**config.mk**
```make
export PLATFORM = sky130hd
export DESIGN_NAME = ks_add_scheduler_flat
export DESIGN_NICKNAME = d
export VERILOG_FILES = /design/src/rtl/ks_sched_pkg.sv /design/src/rtl/ks_add_scheduler_if.sv /design/src/rtl/kogge_stone_4bit.sv /design/src/rtl/ks_arb2.sv /design/src/rtl/ks_add_scheduler.sv /design/src/flat_wrapper.sv
export SDC_FILE = /design/constraint.sdc
export NUM_CORES = 1
export LEC_CHECK = 0
export ABC_AREA = 1
export CORE_UTILIZATION = 43
export CTS_BUF_LIST = sky130_fd_sc_hd__clkbuf_16
export CTS_CLUSTER_DIAMETER = 150
export DETAILED_ROUTE_END_ITERATION = 16
export HOLD_SLACK_MARGIN = 0.03
export PLACE_DENSITY_LB_ADDON = 0.05
export SYNTH_ARGS = -nofsm -noshare
export SYNTH_HDL_FRONTEND = slang
export SYNTH_SLANG_ARGS = --single-unit
```
**constraint.sdc**
```tcl
create_clock -name clk -period 8.5 [get_ports clk]
set_clock_uncertainty 0.2 [all_clocks]
set_input_delay 1.7 -clock clk [delete_from_list [all_inputs] [get_ports clk]]
set_output_delay 1.7 -clock clk [all_outputs]
set_load 0.03 [all_outputs]
```
**src/rtl/ks_sched_pkg.sv**
```systemverilog
// ks_sched_pkg: shared types and defaults for the chunked Kogge-Stone add
// scheduler (FSM state encoding, default geometry, requester-id width).
package ks_sched_pkg;

  typedef enum logic [1:0] {
    IDLE = 2'd0,
    RUN  = 2'd1,
    DONE = 2'd2
  } sched_state_t;

  localparam int CW_DEF    = 16;
  localparam int WORDS_DEF = 4;
  localparam int ID_W      = 1;

  // Width of a counter that walks n chunks (at least one bit).
  function automatic int chunk_idx_w(input int n);
    return (n > 1) ? $clog2(n) : 1;
  endfunction

endpackage

```
**src/rtl/ks_add_scheduler_if.sv**
```systemverilog
// ks_add_scheduler_if: two add requesters plus one result consumer.
// master = requester/consumer side, slave = scheduler side.
interface ks_add_scheduler_if
  import ks_sched_pkg::*;
#(
  parameter int CW    = CW_DEF,
  parameter int WORDS = WORDS_DEF
) ();

  localparam int W = CW * WORDS;

  logic            req0_valid;
  logic            req0_ready;
  logic [W-1:0]    req0_a;
  logic [W-1:0]    req0_b;
  logic            req0_cin;

  logic            req1_valid;
  logic            req1_ready;
  logic [W-1:0]    req1_a;
  logic [W-1:0]    req1_b;
  logic            req1_cin;

  logic            rsp_valid;
  logic            rsp_ready;
  logic [W-1:0]    rsp_sum;
  logic            rsp_cout;
  logic [ID_W-1:0] rsp_id;

  modport master (
    output req0_valid, req0_a, req0_b, req0_cin,
    output req1_valid, req1_a, req1_b, req1_cin,
    output rsp_ready,
    input  req0_ready, req1_ready,
    input  rsp_valid, rsp_sum, rsp_cout, rsp_id
  );

  modport slave (
    input  req0_valid, req0_a, req0_b, req0_cin,
    input  req1_valid, req1_a, req1_b, req1_cin,
    input  rsp_ready,
    output req0_ready, req1_ready,
    output rsp_valid, rsp_sum, rsp_cout, rsp_id
  );

endinterface

```
**src/rtl/kogge_stone_4bit.sv**
```systemverilog
// kogge_stone_4bit: combinational Kogge-Stone parallel-prefix adder of
// width bw. The carry-in is folded in as an extra generate bit below bit 0,
// so the prefix network delivers every carry, including cout, directly.
module kogge_stone_4bit #(
  parameter int bw = 4
) (
  input  logic [bw-1:0] a,
  input  logic [bw-1:0] b,
  input  logic          cin,
  output logic [bw-1:0] sum,
  output logic          cout
);

  localparam int N = bw + 1;

  logic [N-1:0] gc;
  logic [N-1:0] pc;
  logic [N-1:0] gn;
  logic [N-1:0] pn;

  // Prefix levels with doubling span; after the last level gc[j] is the
  // carry out of position j-1 (gc[0] being the carry-in itself).
  always_comb begin
    gc = {a & b, cin};
    pc = {a ^ b, 1'b0};
    gn = gc;
    pn = pc;
    for (int d = 1; d < N; d = d * 2) begin
      gn = gc;
      pn = pc;
      for (int j = d; j < N; j++) begin
        gn[j] = gc[j] | (pc[j] & gc[j-d]);
        pn[j] = pc[j] & pc[j-d];
      end
      gc = gn;
      pc = pn;
    end
    sum  = (a ^ b) ^ gc[bw-1:0];
    cout = gc[bw];
  end

endmodule

```
**src/rtl/ks_arb2.sv**
```systemverilog
// ks_arb2: two-way grant for the add scheduler. Grants are one-hot (or
// zero) and only ever name a requester whose valid is high.
// Build option: define KS_SCHED_RR_EN for round-robin; otherwise fixed
// priority with requester 0 winning ties and no pointer state at all.
module ks_arb2 (
  input  logic       clk,
  input  logic       rst,
  input  logic [1:0] valid,
  input  logic       accept,
  output logic [1:0] grant
);

`ifdef KS_SCHED_RR_EN
  // Requester granted most recently; reset to 1 so requester 0 wins first.
  logic last;

  // Pointer moves only when a grant is actually accepted.
  always_ff @(posedge clk) begin
    // NOTE: registers use non-blocking (<=) so every flop samples pre-edge values.
    if (rst)         last <= 1'b1;
    else if (accept) last <= grant[1];
  end

  // Ties go to whichever requester was not granted last.
  always_comb begin
    // NOTE: default assigned first so no path leaves grant unassigned (no latch).
    grant = valid;
    if (valid == 2'b11) grant = last ? 2'b01 : 2'b10;
  end
`else
  logic unused_ok;
  assign unused_ok = &{1'b0, clk, rst, accept};

  // Fixed priority: requester 0 always wins a tie.
  always_comb begin
    grant    = 2'b00;
    grant[0] = valid[0];
    grant[1] = valid[1] & ~valid[0];
  end
`endif

endmodule

```
**src/rtl/ks_add_scheduler.sv**
```systemverilog
// ks_add_scheduler: time-shares one CW-bit Kogge-Stone adder to add two
// WORDS*CW-bit operands chunk by chunk, serving two requesters.
// Accept (IDLE) -> WORDS chunk cycles (RUN) -> hold result (DONE).
// Build option: KS_SCHED_RR_EN selects round-robin arbitration in ks_arb2.
module ks_add_scheduler
  import ks_sched_pkg::*;
#(
  parameter int CW    = CW_DEF,
  parameter int WORDS = WORDS_DEF
) (
  input logic               clk,
  input logic               rst,
  ks_add_scheduler_if.slave bus
);

  localparam int KW = chunk_idx_w(WORDS);
  localparam int W  = CW * WORDS;
  localparam logic [KW-1:0] LAST_K = KW'(WORDS - 1);

  sched_state_t state;
  sched_state_t state_n;

  logic [KW-1:0]             k;
  logic                      carry;
  logic [WORDS-1:0][CW-1:0]  a_r;
  logic [WORDS-1:0][CW-1:0]  b_r;
  logic [WORDS-1:0][CW-1:0]  sum_r;
  logic                      cout_r;
  logic [ID_W-1:0]           id_r;

  logic [1:0]    grant;
  logic [1:0]    rdy;
  logic          accept;
  logic          rsp_vld;
  logic [W-1:0]  sel_a;
  logic [W-1:0]  sel_b;
  logic          sel_cin;
  logic [CW-1:0] chunk_sum;
  logic          chunk_cout;

  ks_arb2 u_arb (
    .clk    (clk),
    .rst    (rst),
    .valid  ({bus.req1_valid, bus.req0_valid}),
    .accept (accept),
    .grant  (grant)
  );

  kogge_stone_4bit #(.bw(CW)) u_add (
    .a    (a_r[k]),
    .b    (b_r[k]),
    .cin  (carry),
    .sum  (chunk_sum),
    .cout (chunk_cout)
  );

  // Operand mux: the granted requester's inputs.
  always_comb begin
    sel_a   = bus.req0_a;
    sel_b   = bus.req0_b;
    sel_cin = bus.req0_cin;
    if (grant[1]) begin
      sel_a   = bus.req1_a;
      sel_b   = bus.req1_b;
      sel_cin = bus.req1_cin;
    end
  end

  // FSM state register.
  always_ff @(posedge clk) begin
    if (rst) state <= IDLE;
    else     state <= state_n;
  end

  // FSM next state and handshake outputs; nothing is offered during reset.
  always_comb begin
    state_n = state;
    rdy     = 2'b00;
    accept  = 1'b0;
    rsp_vld = 1'b0;
    case (state)
      IDLE: begin
        rdy    = rst ? 2'b00 : grant;
        accept = |rdy;
        if (accept) state_n = RUN;
      end
      RUN: begin
        if (k == LAST_K) state_n = DONE;
      end
      DONE: begin
        rsp_vld = ~rst;
        if (bus.rsp_ready) state_n = IDLE;
      end
      default: state_n = IDLE;
    endcase
  end

  // Operand capture on acceptance.
  always_ff @(posedge clk) begin
    // NOTE: operand registers have no reset; they are always loaded on acceptance before being read.
    if (accept) begin
      a_r <= sel_a;
      b_r <= sel_b;
    end
  end

  // Chunk walk: one chunk per RUN cycle, carry chained through the register.
  always_ff @(posedge clk) begin
    if (rst) begin
      k      <= '0;
      carry  <= 1'b0;
      sum_r  <= '0;
      cout_r <= 1'b0;
      id_r   <= '0;
    end else if (accept) begin
      k     <= '0;
      carry <= sel_cin;
      id_r  <= ID_W'(grant[1]);
    end else if (state == RUN) begin
      sum_r[k] <= chunk_sum;
      carry    <= chunk_cout;
      if (k == LAST_K) begin
        k      <= '0;
        cout_r <= chunk_cout;
      end else begin
        k <= k + KW'(1);
      end
    end
  end

  assign bus.req0_ready = rdy[0];
  assign bus.req1_ready = rdy[1];
  assign bus.rsp_valid  = rsp_vld;
  assign bus.rsp_sum    = sum_r;
  assign bus.rsp_cout   = cout_r;
  assign bus.rsp_id     = id_r;

endmodule

```
**src/flat_wrapper.sv**
```systemverilog
// flat-port wrapper written by rule: the top's interface ports become plain ports
module ks_add_scheduler_flat import ks_sched_pkg::*;
#(
  parameter int CW    = CW_DEF,
  parameter int WORDS = WORDS_DEF
)
  (clk, rst, bus_req0_valid, bus_req0_a, bus_req0_b, bus_req0_cin, bus_req1_valid, bus_req1_a, bus_req1_b, bus_req1_cin, bus_rsp_ready, bus_req0_ready, bus_req1_ready, bus_rsp_valid, bus_rsp_sum, bus_rsp_cout, bus_rsp_id);
  ks_add_scheduler_if #(.CW(CW), .WORDS(WORDS)) bus_i ();
  input logic clk;
  input logic rst;
  input wire logic [$bits(bus_i.req0_valid)-1:0] bus_req0_valid;
  input wire logic [$bits(bus_i.req0_a)-1:0] bus_req0_a;
  input wire logic [$bits(bus_i.req0_b)-1:0] bus_req0_b;
  input wire logic [$bits(bus_i.req0_cin)-1:0] bus_req0_cin;
  input wire logic [$bits(bus_i.req1_valid)-1:0] bus_req1_valid;
  input wire logic [$bits(bus_i.req1_a)-1:0] bus_req1_a;
  input wire logic [$bits(bus_i.req1_b)-1:0] bus_req1_b;
  input wire logic [$bits(bus_i.req1_cin)-1:0] bus_req1_cin;
  input wire logic [$bits(bus_i.rsp_ready)-1:0] bus_rsp_ready;
  output wire logic [$bits(bus_i.req0_ready)-1:0] bus_req0_ready;
  output wire logic [$bits(bus_i.req1_ready)-1:0] bus_req1_ready;
  output wire logic [$bits(bus_i.rsp_valid)-1:0] bus_rsp_valid;
  output wire logic [$bits(bus_i.rsp_sum)-1:0] bus_rsp_sum;
  output wire logic [$bits(bus_i.rsp_cout)-1:0] bus_rsp_cout;
  output wire logic [$bits(bus_i.rsp_id)-1:0] bus_rsp_id;
  assign bus_i.req0_valid = bus_req0_valid;
  assign bus_i.req0_a = bus_req0_a;
  assign bus_i.req0_b = bus_req0_b;
  assign bus_i.req0_cin = bus_req0_cin;
  assign bus_i.req1_valid = bus_req1_valid;
  assign bus_i.req1_a = bus_req1_a;
  assign bus_i.req1_b = bus_req1_b;
  assign bus_i.req1_cin = bus_req1_cin;
  assign bus_i.rsp_ready = bus_rsp_ready;
  assign bus_req0_ready = bus_i.req0_ready;
  assign bus_req1_ready = bus_i.req1_ready;
  assign bus_rsp_valid = bus_i.rsp_valid;
  assign bus_rsp_sum = bus_i.rsp_sum;
  assign bus_rsp_cout = bus_i.rsp_cout;
  assign bus_rsp_id = bus_i.rsp_id;
  ks_add_scheduler #(.CW(CW), .WORDS(WORDS)) u_core (.clk(clk), .rst(rst), .bus(bus_i));
endmodule
```
## Word-level counts from Yosys, hierarchy flattened

Index checks and enable logic that the tools add are counted.
Widths: inputs -> output; s select.

- Register bits: 199
- Bits in latches: 0
- RAM bits: 0
- ROM bits: 0
- Input bits: 263
- Output and inout port bits: 69
- Word-level logic and storage cells: 208
- Memories kept: 0

- Add/sub/neg operators: 1
- Multipliers: 0
- Divide/modulo/power cells: 0
- $lt $le $gt $ge: 2
- Equal/unequal tests: 6
- Shift-type cells: 0
- Multiplexer cells: 21
- Bitwise gates (word level): 153
- Reductions and logical operators: 8

Operators with widths:

| cell | count |
|---|---|
| $mux 64 | 2 |
| $and 1x1->1 | 93 |
| $bmux 16 s2 | 2 |
| $bwmux 64 | 1 |
| $or 1x1->1 | 54 |
| $mux 16 | 3 |
| $demux 16 s2 | 1 |
| $xor 16x16->16 | 2 |
| $and 16x16->16 | 1 |
| $mux 2 | 6 |
| $pmux 2 s3 | 1 |
| $reduce_and 3->1 | 2 |
| $mux 1 | 5 |
| $eq 2x2->1 const B | 2 |
| $ne 2x1->1 const B | 2 |
| $reduce_or 2->1 | 2 |
| $lt 2x3->1 const B | 1 |
| $not 1->1 | 3 |
| $add 2x1->2 const B | 1 |
| $eq 2x1->1 const B | 1 |
| $ge 2x1->1 const B | 1 |
| $logic_not 2->1 | 1 |
| $ne 2x2->1 const B | 1 |
| $reduce_and 2->1 | 1 |
| other kinds (2) | 2 |

## Depth between registers and ports, before layout

Gate-level depths: netlist (run 1).

- Depth in word-level cells: 14
- Gate-level depth with buffers: 16
- Mapped depth without buffers: 14

## Hierarchy

From an unflattened synthesis (run 1), not the netlist that was laid out.

- Cell total of the unflattened synthesis: 1004
- Area total of the unflattened synthesis: 9970.8 um2

Modules (own cells, without submodules):

| module | times used | cells an instance | area an instance (um2) | seq. area each (um2) |
|---|---|---|---|---|
| ks_add_scheduler | 1 | 796 | 8936.1 | 5265.0 |
| kogge_stone_4bit | 1 | 205 | 1017.2 | 0.0 |
| ks_arb2 | 1 | 3 | 17.5 | 0.0 |

## Least setup slack after synthesis (run 1)

No wires, ideal clock.

- Path type: input to register
- From: input rst
- To: register u_core.k[0]
- Library setup time: 122 ps
- Data arrival time: 8162 ps
- Data required time: 8178 ps
- Setup slack: 17 ps
- Stages: 5
- Path buffers: 0
- Cell sequence: inv_2 -> o21ai_0 -> nor2_1 -> inv_1 -> and3_1

- Word-level cells in the longest chain between the ends: 4

Ends and longest elaborated chain:

| what | line | RTL |
|---|---|---|
| from (decl) | flat_wrapper.sv:10 | `input logic rst;` |
| $mux 2 | ks_add_scheduler.sv:83 | `rdy = rst ? 2'b00 : grant;` |
| $reduce_or 2->1 | ks_add_scheduler.sv:84 | `accept = \|rdy;` |
| $mux 1 | ks_add_scheduler.sv:81 | `case (state)` |
| named net u_core.accept | ks_add_scheduler.sv:33 | `logic accept;` |
| $reduce_or 2->1 (no source line) | - |  |
| to (signal assigned) | ks_add_scheduler.sv:126 | `k <= k + KW'(1);` |
| to (decl) | ks_add_scheduler.sv:23 | `logic [KW-1:0] k;` |

The timed path passes the listed nets, and every way through them passes these cells.
A chain may end at the register's enable or synchronous reset.

## Worst setup path after layout (run 1)

- From: input bus_req1_valid
- To: output bus_req1_ready

- Word-level cells in the longest chain between the ends: 3

Ends and longest elaborated chain:

| what | line | RTL |
|---|---|---|
| from (decl) | flat_wrapper.sv:15 | `input wire logic [$bits(bus_i.req1_valid)-1:0] bus_req1_valid;` |
| $and 1x1->1 | ks_arb2.sv:38 | `grant[1] = valid[1] & ~valid[0];` |
| $mux 2 | ks_add_scheduler.sv:83 |  |
| $mux 2 | ks_add_scheduler.sv:81 |  |
| to (decl) | flat_wrapper.sv:21 | `output wire logic [$bits(bus_i.req1_ready)-1:0] bus_req1_ready;` |

Every way passes these cells.

==> run metrics, run 1 <==
outcome completed; RSZ-0062 raised after global routing no; die span in y 157.2 um; number of synthesized flops with an enable pin 128; layout cells sized above 1 4.632%; antenna cells 0; crit path from bus_req1_valid; number of distinct library cells after synthesis 33; Max Root-Sink Buffers 2; total power 2504 uW; post-cts hold buffer count 0; Worst Setup End Kind output port; Hold Crit Class reg -> reg; fin util 61.22%; Seq/Total Area, Yosys 50.83%; DR top layer met4; worst r2r path cells 15; total wire length 29340 um; Final Max Tran Viols 0; routed wl met2 15170 um; Vias 9346; ys flop type edfxtp_1; worst-path cell chain clkdlybuf4s50_1 -> inv_1 -> nor2_4 -> buf_4 -> inv_4 -> nor3_1 -> clkdlybuf4s50_1; I/O pin total 332; drt pass-1 iters 7; Avg Cell Area, Syn 7.882 um^2; CP Class in -> out; Power per Cell Area 173.7 nW/um^2; total gr overflow 0; yosys synthesis warning count 0; Leak Pwr 0.006452 uW; CTS Root Cell clkbuf_16; syn nets 1598; Site Rows 56; IO buf count 331; Critical Path Stages 7; post-route setup TNS 0 ps; Required @ worst endpoint 6600 ps; Clock Pin Slew Worst Setup and Hold Paths 70 ps; largest family of logic cells by synthesized area simple AND/OR/NAND/NOR gates; Initial Util 43.99%; first-pass GRT wire length 44940 um; setup repair bufs after CTS 0; Slew @ Worst Pin 968.4 ps; DP Cell Count 1906; reg-to-reg startpoint u_core.k[0]$_SDFFE_PP0P_; worst setup margin 2436 ps; H-tree Lvls 4; Die Area 24710 um^2; DP HPWL 21750 um; delay-heaviest family, CP buffers and inverters; post-synthesis simple-gate area fraction 27.12%; fmax 164.9 MHz; Tot GR Track Use 23.99%; Routed met3 length 1451 um; crit-path max FO 54; max_slew headroom 35.37%; Worst R2R Setup Slack 4670 ps; crit path buf inv count 5; Core Footprint 23540 um^2; synth top area cells edfxtp_1 (37%), nand2_1 (19%), dfxtp_1 (14%); worst endpoint data arrival time 4160 ps; TritonCTS buffer count 17; dominant cell type by area after synthesis edfxtp_1; final std cells w/o fill 1938; top cell type's share of synthesized area 37.11%; Post-Synth XOR/XNOR Area 0.2537%; Post-DRT Antenna Nets 0; TritonCTS clock tree yes; clk_lat worst skew 430 ps; mux contribution to synthesized area 0%; pre-CTS WS 2427 ps; vias in the first global route 8700; max-cap violation count 0; capturing point of the worst reg2reg path u_core.bus.rsp_sum[43]$_SDFFE_PP0P_; worst setup path end bus_req1_ready; Async S/R FF share, synth 0%; DRC 0; Top cell by count, worst path clkdlybuf4s50_1; DR WL/cell 15.14 um; slowest CP cell clkdlybuf4s50_1; adder-cell share of the synthesized area 2.609%; slowest stage delay, CP 740 ps; synthesis-to-finish area growth 39.16%; met1 WL 12090 um; nets@finish 1890; peak supply drop 121.3 uV; crit path time final 6064 ps; fin crit share 71.34%; largest net degree at the start of global routing 133; Final Setup Violations 0; Compound-Gate Fraction of Synth Area 11.33%; CP startpoint kind input port; Die W 157.2 um; initial antenna violation count 0; Mapped Area 10360 um^2; GPL Wtd Cong 0.9031; vias per cell 4.822; clock sinks 199; CTS resizes 0; Synth Register Bits 199; Syn Inst Count 1314; Final Hold Viols 0; initial drt markers 680
-- logic make-up after synthesis --
kind of cell | count (synthesis)
DFF | 199
and+or+nand+nor | 697
adders and majority gates | 21
buffers and inverters | 198
AOI/OAI and AO/OA | 196
xor gates and xnor gates | 3
-- worst min path at each step --
stage	start	to	slack, ps	cells past startpoint
floorplan	u_core.k[1]$_SDFFE_PP0P_	u_core.k[1]$_SDFFE_PP0P_	310	2
finish	u_core.bus.rsp_sum[21]$_SDFFE_PP0P_	u_core.bus.rsp_sum[21]$_SDFFE_PP0P_	300	2
global route	u_core.bus.rsp_sum[7]$_SDFFE_PP0P_	u_core.bus.rsp_sum[7]$_SDFFE_PP0P_	330	2
detailed placement	u_core.bus.rsp_sum[21]$_SDFFE_PP0P_	u_core.bus.rsp_sum[21]$_SDFFE_PP0P_	290	2
CTS	u_core.bus.rsp_sum[21]$_SDFFE_PP0P_	u_core.bus.rsp_sum[21]$_SDFFE_PP0P_	310	2
global placement	u_core.bus.rsp_id$_SDFFE_PP0P_	u_core.bus.rsp_id$_SDFFE_PP0P_	280	2
-- cell usage in the layout (no fill, tap or decap), types with 2 or more instances in the layout --
cell / count
a21oi_1: 24
a32oi_1: 2
and2_1: 2
buf_4: 8
clkbuf_16: 17
clkdlybuf4s50_1: 331
clkinv_1: 3
clkinv_4: 3
dfxtp_1: 70
edfxtp_1: 128
ha_1: 20
inv_1: 125
inv_2: 5
inv_6: 5
inv_8: 2
nand2_1: 521
nand2_2: 16
nand3_1: 63
nand3_2: 4
nor2_1: 75
nor2_2: 5
nor2_4: 4
nor3_1: 3
o211ai_1: 12
o21a_1: 37
o21ai_0: 80
o21bai_1: 9
o22ai_1: 30
xor2_1: 3
-- power breakdown --
part	switching, uW	internal, uW	total, uW
clock network	376	412	787
registers	18.5	1100	1120
logic	354	246	599
total	748	1760	2500
-- tightest hold or removal path: stages (launching register included) --
cell,delay (ps)
dfxtp_1,330
o211ai_1,90
inv_1,50
-- layer usage --
layer	up-vias	GRT usage (%)
met2	287	43.22
li1	4823	-
met4	0	7.305
met5	-	0
met1	4201	28.78
met3	35	4.543
-- metrics by stage --
| step | hold WS [ps] | area [um^2] |
|---|---|---|
| floorplan | 307.9 | 10360 |
| global placement | 280.0 | 13850 |
| detailed placement | 286.9 | 13850 |
| CTS | 312.5 | 14410 |
| global route | 332.1 | 14410 |
| finish | 304.3 | 14410 |
-- final cells by class --
class / count / area, um^2
clock buffers: 17 / 425.4
well taps: 319 / 399.1
flip-flops and latches: 199 / 5266
fillers: 2186 / 9129
clock inverters: 15 / 141.4
multi-input cells: 917 / 4294
inverters: 131 / 494.2
repair buffers: 340 / 3393
-- cell usage after synthesis (2+ instances only) --
cell type and instances:
clkbuf_1 26, buf_4 5, o21ai_0 80, a32oi_1 2, nor2_1 77, nand3_2 4
nor2_2 5, o21bai_1 9, nor2_4 2, nor3_1 3, o211ai_1 12, and2_1 2
inv_1 127, nand2_2 16, a21oi_1 24, edfxtp_1 128, o22ai_1 30, nand3_1 63
nand2_1 521, inv_2 4, buf_2 35, o21a_1 37, dfxtp_1 71, xor2_1 3
ha_1 20
-- state kept, by name, indices dropped and copies added (netlist names) --
| signal | cells |
|---|---|
| u_core.bus.rsp_cout | 1 |
| u_core.a_r | 64 |
| u_core.carry | 1 |
| u_core.b_r | 64 |
| u_core.bus.rsp_sum | 64 |
| u_core.k | 2 |
| u_core.state | 2 |
| u_core.bus.rsp_id | 1 |
No activity file was read; power rests on OpenSTA's default activity.
==> inputs of run 2 (changes only) <==
==> constraint.sdc (replaced) <==
create_clock -name clk -period 5.29 [get_ports clk]
set_clock_uncertainty 0.2 [all_clocks]
set_input_delay 1.058 -clock clk [delete_from_list [all_inputs] [get_ports clk]]
set_output_delay 1.058 -clock clk [all_outputs]
set_load 0.03 [all_outputs]
==> run 2 against run 1 <==
Effect of this change: first-iteration DRC count down 1.3%; sequential power is 60% higher; critical endpoint unchanged; combinational power is 61% higher; power is 60% higher; non-clock buffer count stayed put.
==> run metrics, run 2 (synthesis gave the netlist of run 1 again) <==
worst-path cell chain clkdlybuf4s50_1 -> inv_1 -> nor2_4 -> inv_4 -> nor3_1 -> clkdlybuf4s50_1; placed cell area 13850 um^2 (unchanged); worst r2r path cells 15 (unchanged); clock sinks 199 (unchanged); antenna cells 0 (unchanged); Reg power frac 44.8% (+0.2 points); layout cells sized above 1 4.756% (+0.12 points); Power per Cell Area 278.0 nW/um^2 (+60%); Psw 1203 uW (+61%); total wire length 29260 um (-0.28%); Max Root-Sink Buffers 2 (unchanged); crit path from bus_req1_valid; Worst R2R Setup Slack 1800 ps (-2870 ps); setup repair bufs after CTS 0 (unchanged); Slew @ Worst Pin 976.2 ps (+7.771 ps); crit path buf inv count 4 (-1); outcome completed; delay-heaviest family, CP buffers and inverters; slowest CP cell clkdlybuf4s50_1; reg-to-reg startpoint u_core.k[0]$_SDFFE_PP0P_; Tot GR Track Use 23.92% (-0.071 points); fin crit share 77.05%; power share of the clock group 31.1% (-0.3 points); total gr overflow 0 (unchanged); worst endpoint data arrival time 2820 ps (-1340 ps); Hold Crit Class reg -> reg; Required @ worst endpoint 4030 ps (-2570 ps); hold path startpoint u_core.bus.rsp_sum[23]$_SDFFE_PP0P_; Final Cell Area 14400 um^2 (about the same); TritonCTS buffer count 17 (unchanged); first-pass GRT wire length 44570 um (-0.83%); RSZ-0062 raised after global routing no; post-cts hold buffer count 0 (unchanged); DRC 0 (unchanged); commonest cells after routing, fill and taps aside nand2_1 (521), clkdlybuf4s50_1 (331), edfxtp_1 (128); Die W 157.2 um (unchanged); Clock Pin Slew Worst Setup and Hold Paths 80 ps (about the same); pre-CTS WS 1206 ps (-1222 ps); # fillers 2213 (+1.2%); clk_lat worst skew 430 ps (about the same); internal power 2801 uW (+59%); capturing point of the worst reg2reg path u_core.bus.rsp_sum[11]$_SDFFE_PP0P_; Final Setup Violations 0 (unchanged); DR WL/cell 15.10 um (-0.28%); nets@finish 1890 (unchanged); total power 4004 uW (+60%); worst setup path end bus_req1_ready; slowest stage delay, CP 720 ps (-20 ps); Post-DRT Antenna Nets 0 (unchanged); crit path time final 4076 ps; GPL Wtd Cong 0.9101 (+0.78%); DP HPWL 21680 um (-0.29%); Worst Setup End Kind output port; Critical Path Stages 6 (-1); Core Footprint 23540 um^2 (unchanged); Die Area 24710 um^2 (unchanged); peak supply drop 158.0 uV (+30%); initial antenna violation count 0 (unchanged); drt pass-1 iters 7 (unchanged); vias in the first global route 8609 (-1.0%); Initial Util 43.99% (unchanged); combinational power share 24.1% (+0.2 points); CP Class in -> out; CTS resizes 0 (unchanged); max_slew headroom 34.85% (-0.52 points); worst setup margin 1214 ps (-1222 ps); I/O pin total 332 (unchanged); footprint of the multi-input gates 4294 um^2 (unchanged); Final Hold Viols 0 (unchanged); Site Rows 56 (unchanged); largest net degree at the start of global routing 132 (-0.75%); Reg area 5266 um^2 (unchanged); leading cell type in the layout, fill and taps excluded nand2_1; initial drt markers 671 (-1.3%); crit-path max FO 37 (-31%); die span in y 157.2 um (unchanged); IO buf count 331 (unchanged); fmax 245.3 MHz; Switching Share 30.05% (+0.18 points); CTS Root Cell clkbuf_16; CP startpoint kind input port; Vias 9371 (+0.27%); max-cap violation count 0 (unchanged); synthesis-to-finish area growth 39.06% (about the same); TritonCTS clock tree yes; Final Max Tran Viols 0 (unchanged); Leak Pwr 0.006462 uW (+0.16%); vias per cell 4.835 (+0.27%); Top cell by count, worst path clkdlybuf4s50_1; H-tree Lvls 4 (unchanged); post-route setup TNS 0 ps (unchanged)
==> run 2: cell count changes in the layout (fill, tap and decap cells not counted), sizes merged <==
cell | previous run | this run
inv | 138 | 142
clkinv | 6 | 3
clkinvlp | 1 | 0
==> run 2: metrics by stage <==
step           util (%)  hold WS, ps  cells
3_3_place_gp      58.82        282.3   1906
5_1_grt           61.18        327.7   1938
6_report          61.18        309.1   1938
4_1_cts           61.18        315.8   1938
2_1_floorplan         -        307.9   1314
3_5_place_dp      58.82        289.1   1906
==> run 2: how the worst min path moves through the flow <==
stage,endpoint,slack [ps],depth (start not counted)
global placement,u_core.bus.rsp_id$_SDFFE_PP0P_,280,2
floorplan,u_core.k[1]$_SDFFE_PP0P_,310,2
global route,u_core.bus.rsp_sum[23]$_SDFFE_PP0P_,330,2
finish,u_core.bus.rsp_sum[23]$_SDFFE_PP0P_,310,2
detailed placement,u_core.bus.rsp_sum[23]$_SDFFE_PP0P_,290,2
CTS,u_core.bus.rsp_sum[23]$_SDFFE_PP0P_,320,2
==> run 2: power groups by stage <==
stage	clock (uW)	sequential (uW)	combinational, uW
floorplan	0	1860	511
global placement	0	1830	959
detailed placement	0	1830	967
CTS	1270	1790	970
global route	1330	1800	1070
finish	1240	1790	965
==> run 2: worst min-delay path, delay by kind of cell (launching register included) <==
kind / cells / cell delay, ps
DFF: 1 / 340
AOI/OAI and AO/OA: 1 / 90
buffers and inverters: 1 / 50
==> run 2: cell type report <==
type | count | area share [%]
Multi-Input combinational cell | 917 | 29.81
Sequential cell | 199 | 36.56
Clock buffer | 17 | 2.954
Tap cell | 319 | 2.771
Clock inverter | 15 | 0.9035
Timing Repair Buffer | 340 | 23.56
Inverter | 131 | 3.431
==> run 2: layer usage <==
metal  part of all wire [%]  global-route usage [%]
met4                    1.8                   7.258
met3                    5.0                   3.744
met2                     52                   43.28
met1                     41                   29.06
met5                      0                       0
==> variant 1 (flow settings as in run 1) <==
Build with the macro `KS_SCHED_RR_EN` defined.
--- a/src/rtl/ks_arb2.sv
+++ b/src/rtl/ks_arb2.sv
@@ -2,6 +2,8 @@
 // zero) and only ever name a requester whose valid is high.
 // Build option: define KS_SCHED_RR_EN for round-robin; otherwise fixed
 // priority with requester 0 winning ties and no pointer state at all.
+`define KS_SCHED_RR_EN
+
 module ks_arb2 (
   input  logic       clk,
   input  logic       rst,
Formal check against the unedited RTL: same outputs for any inputs over 4 cycles, from zero or initial values and one cycle with rst high; that may be too few to reach the edited logic, so the function may still have changed.
==> variant 1 against run 1 <==
Power rose by 2.8%. Worst setup slack improved by 0.75 ns. Core utilization fell by 0.078 points. Design area fell by 0.43%. Sequential cell count rose by 1. Largest cell class unchanged. Die area fell by 0.76%. Highest routed layer unchanged. Largest power group unchanged. Critical path type unchanged. Combinational power rose by 8.5%. Routed wire length fell by 2.6%. Critical endpoint is now bus_req0_ready. Via count fell by 10%. Synthesized area fell by 0.77%.
==> variant 1: results (changes against run 1) <==
[status]
outcome=completed

[cells_and_area]
post-route-util_pct=61.1  ; -0.078 points
drive_gt1_share_pct=14.0  ; +9.3 points
fin_cells=1681  ; -13%
layout.nets=1630  ; -14%
fill_cells=2037  ; -6.8%

[synth]
synthTopCellsByArea=edfxtp_1 37%, dfxtp_1 14%, mux2_2 14%, nand2_1 5.4%, inv_1 4.5%
netlist-cell-type-count=36  ; +9.1%
synthTopCellsByCount=147 x nand2_1, 128 x edfxtp_1, 128 x mux2_2
synth_compound_area_share_pct=11.5  ; +0.16 points
synth_ff_type=edfxtp_1
synth_edf_count=128  ; unchanged
muxShareOfSynthArea_pct=14.0  ; +14 points
yosysSeqAreaShare_pct=51.4  ; +0.59 points
synth_xor_area_share_pct=0.256  ; +0.0020 points
syn_inst=1041  ; -21%
synth_fa_ha_area_share_pct=2.63  ; +0.020 points
synthesis.nets=1325  ; -17%

[worst_setup_path]
reg2reg_depth=15  ; unchanged
critical-path-top-delay-family=buffers and inverters
regToRegStartpoint=u_core.k[0]
r2r_end=u_core.bus.rsp_sum[43]
r2r_slack_ns=4.74  ; +0.07 ns
cp_slowest_stage_delay_ns=0.70  ; -0.04 ns
startpoint=rst
crit_fanout=5  ; -91%

[cts]
htree_levels=4  ; unchanged
cts_setup_buffers=0  ; unchanged
cts_root_buf=clkbuf_16
insertion_delay_ns=0.44
cts_inserted_buffers=17  ; unchanged
cts_resized=0  ; unchanged
cts_buffer_depth=2  ; unchanged

[power_and_ir_drop]
p_int_w=0.00179  ; +1.9%
p_leak_nw=5.81  ; -9.9%
irDropWorstVdd_mv=0.110  ; -9.5%

[placed_design]
dp_slack_ns=3.19  ; +0.765 ns
portBuffers=331  ; unchanged
place_area_um2=13800  ; -0.44%
place_congestion=0.894  ; -0.99%
hpwl_um=21000  ; -3.4%

[routing]
vias=8412  ; -10%
first_pass_iters=5  ; -2
drtIter0Drc=527  ; -23%
wl_per_cell_um=17.0  ; +12%

[global_routing]
grt_pass1_wl_um=44200  ; -1.6%
track_usage_pct=24.1  ; +0.11 points
grt_start_max_net_pins=74  ; -44%
grt_antenna_before_repair=3  ; +3
grt_pass1_vias=8282  ; -4.8%

[min_path]
hold_class=reg2reg
holdCritStartpoint=u_core.bus.rsp_sum[7]
min_to=u_core.bus.rsp_sum[7]

[timing]
slew_headroom_pct=30.6  ; -4.8 points
fin_hold_ws_ns=0.304  ; -0.000187 ns
hold_viol=0  ; unchanged

==> variant 1: routing by layer <==
layer  vias to the layer above  GRT usage [%]  wire [µm]
met2                       277           42.2      14300
met5                         -              0          0
met1                      3913           29.3      12000
li1                       4194              -          -
met4                         0           6.63        437
met3                        28           6.06       1840
==> variant 1: final cells by class <==
class | instances | share of cell area, %
tap | 319 | 2.78
clock buffer | 17 | 2.96
timing repair buffer | 339 | 23.5
antenna | 3 | 0.0523
clock inverter | 15 | 0.933
multi-input combinational | 658 | 29.5
inverter | 130 | 3.40
sequential | 200 | 36.8
==> variant 1: kinds of logic after synthesis <==
kind of cell,Yosys count
AOI/OAI and AO/OA,196
xor gates and xnor gates,3
adders and majority gates,21
buffers and inverters,183
DFF,200
muxes,128
and+or+nand+nor,310
==> variant 1: how the worst max path moves through the flow <==
stage | slack [ns] | depth (start not counted) | to
after floorplan | 2.87 | 4 | u_core.a_r[0]
after global placement | 3.27 | 5 | bus_req0_ready
after detailed placement | 3.19 | 5 | bus_req0_ready
after CTS | 3.19 | 5 | bus_req0_ready
after global routing | 3.11 | 5 | bus_req0_ready
final | 3.19 | 5 | bus_req0_ready
==> variant 1: power by group through the flow <==
| stage | combinational (W) | clock [W] | sequential [W] |
|---|---|---|---|
| floorplan | 0.000366 | 0 | 0.00118 |
| global placement | 0.000643 | 0 | 0.00116 |
| detailed placement | 0.000649 | 0 | 0.00116 |
| CTS | 0.000653 | 0.000799 | 0.00114 |
| global route | 0.000718 | 0.000843 | 0.00115 |
| finish | 0.000650 | 0.000784 | 0.00114 |
==> variant 1: worst reg2reg max path: cells and delay by family, from the launching register on <==
kind | cells | cell delay (ns)
AOI/OAI and AO/OA | 2 | 0.53
adders and majority gates | 1 | 0.50
buffers and inverters | 5 | 1.29
DFF | 1 | 0.31
and+or+nand+nor | 7 | 0.86
==> variant 2 (config.mk and constraints of run 1) <==
Made on the original files. The 3 states of `sched_state_t` get a one-hot encoding in 3 bits.
--- a/src/rtl/ks_sched_pkg.sv
+++ b/src/rtl/ks_sched_pkg.sv
@@ -2,10 +2,10 @@
 // scheduler (FSM state encoding, default geometry, requester-id width).
 package ks_sched_pkg;
 
-  typedef enum logic [1:0] {
-    IDLE = 2'd0,
-    RUN  = 2'd1,
-    DONE = 2'd2
+  typedef enum logic [2:0] {
+    IDLE = 3'b001,
+    RUN  = 3'b010,
+    DONE = 3'b100
   } sched_state_t;
 
   localparam int CW_DEF    = 16;
Check against the original RTL: no difference found for any inputs over 4 cycles, from zero or initial values and one cycle with rst high; so few cycles prove little.
==> variant 2 against run 1 <==
Power is 4.4% lower. Synthesized area is 0.25% lower. Worst setup slack worse by 0.029 ns. Count of clock-buffer cells in the layout is 1 higher. Design area is 0.18% lower. Routed wire length is 1.9% higher. Sequential cell count is 1 higher. Clock power is 1% higher. Register-to-register slack better by 0.39 ns. Die area is 0.25% lower. Global-route usage is 0.56 points higher. Worst hold slack worse by 0.0029 ns. Fmax is 0.47% lower. Critical path type unchanged. Largest power group unchanged. Highest routed layer unchanged.
==> variant 2: results (changes against run 1) <==
[status]
outcome=completed

[placed_design]
hpwl_um=22100  ; +1.7%
place_congestion=0.889  ; -1.6%
portBuffers=331  ; unchanged

[cells_and_area]
fill_cells=2158  ; -1.3%
drive_gt1_share_pct=3.18  ; -1.5 points
layout.nets=1940  ; +2.6%
fin_cells=1990  ; +2.7%

[power_and_ir_drop]
irDropWorstVdd_mv=0.0948  ; -22%
p_leak_nw=6.50  ; +0.66%

[synth]
synthTopCellsByArea=edfxtp_1 37%, nand2_1 19%, dfxtp_1 14%, nor2_1 6.2%, inv_1 4.6%
synth_xor_area_share_pct=0.254  ; +0.00065 points
synthTopCellsByCount=536 x nand2_1, 171 x nor2_1, 128 x edfxtp_1
yosysSeqAreaShare_pct=51.2  ; +0.32 points
muxShareOfSynthArea_pct=0  ; unchanged
syn_area_per_cell_um2=7.57  ; -3.9%
synth_warnings=0  ; unchanged
synthArstFlopShare_pct=0  ; unchanged
netlist-cell-type-count=30  ; -9.1%
synth_edf_count=128  ; unchanged
synthesis.nets=1648  ; +3.1%
synth_compound_area_share_pct=8.20  ; -3.1 points
synth_fa_ha_area_share_pct=2.62  ; +0.0066 points

[global_routing]
grt_pass1_vias=8818  ; +1.4%
grt_start_max_net_pins=132  ; -0.75%
grt_antenna_before_repair=2  ; +2
grt_pass1_wl_um=45800  ; +1.9%
track_usage_pct=24.5  ; +0.56 points

[cts]
cts_root_buf=clkbuf_16
cts_buffer_depth=2  ; unchanged
clk_pin_slew_ns=0.07  ; about the same
cts_setup_buffers=0  ; unchanged
cts_resized=0  ; unchanged
htree_levels=4  ; unchanged
cts_inserted_buffers=17  ; unchanged
insertion_delay_ns=0.43  ; about the same

[worst_setup_path]
crit_fanout=60  ; +11%
arrival_ns=4.19  ; +0.03 ns
critical-path-top-delay-family=buffers and inverters
cp_slowest_stage_delay_ns=0.72  ; -0.02 ns
crit_slowest_cell=clkdlybuf4s50_1

[min_path]
hold_class=reg2reg

[routing]
first_pass_iters=5  ; -2
vias=9556  ; +2.2%
wl_um=29900  ; +1.9%
drtIter0Drc=642  ; -5.6%

[timing]
slew_headroom_pct=41.9  ; +6.6 points

==> variant 2: layout make-up <==
class / instances / area, µm² / share of cell area [%]
Tap cell: 319 / 399 / 2.77
Timing Repair Buffer: 340 / 3390 / 23.6
Sequential cell: 200 / 5290 / 36.7
Antenna cell: 2 / 5.00 / 0.0348
Inverter: 132 / 498 / 3.46
Multi-Input combinational cell: 965 / 4230 / 29.4
Clock inverter: 14 / 121 / 0.844
Clock buffer: 18 / 450 / 3.13
==> variant 2: stage by stage <==
stage                     setup slack [ns]  power, W  area, µm²  util [%]  hold slack [ns]
final                                 2.41   0.00239      14400      61.1            0.301
after global routing                  2.20   0.00250      14400      61.1            0.319
after CTS                             2.37   0.00240      14400      61.1            0.304
after detailed placement              2.37   0.00162      13800      58.7            0.285
after global placement                2.42   0.00161      13800      58.7            0.285
after floorplan                       3.60   0.00139      10300         -            0.300
==> variant 2: path summary, 6_finish.rpt <==
check                      endpoint  depth (start not counted)              startpoint  slack [ns]
max                  bus_req1_ready                          7          bus_req1_valid        2.41
min          u_core.bus.rsp_sum[53]                          2  u_core.bus.rsp_sum[53]        0.30
max reg2reg  u_core.bus.rsp_sum[51]                          9             u_core.k[0]        5.06
min reg2reg  u_core.bus.rsp_sum[53]                          2  u_core.bus.rsp_sum[53]        0.30
==> variant 2: where the power goes <==
part           total (W)  switching [W]  internal [W]
clock network   0.000796       0.000381      0.000415
logic           0.000475       0.000274      0.000201
registers        0.00112      0.0000167       0.00111
total            0.00239       0.000672       0.00172
==> variant 2: routing by layer <==
metal | vias up | track usage [%] | share of wire [%] | wire (µm)
li1 | 4933 | - | - | -
met1 | 4291 | 30.5 | 43 | 13000
met2 | 293 | 42.3 | 49 | 14600
met3 | 39 | 4.74 | 5.4 | 1620
met4 | 0 | 8.73 | 2.4 | 704
met5 | - | 0 | 0 | 0
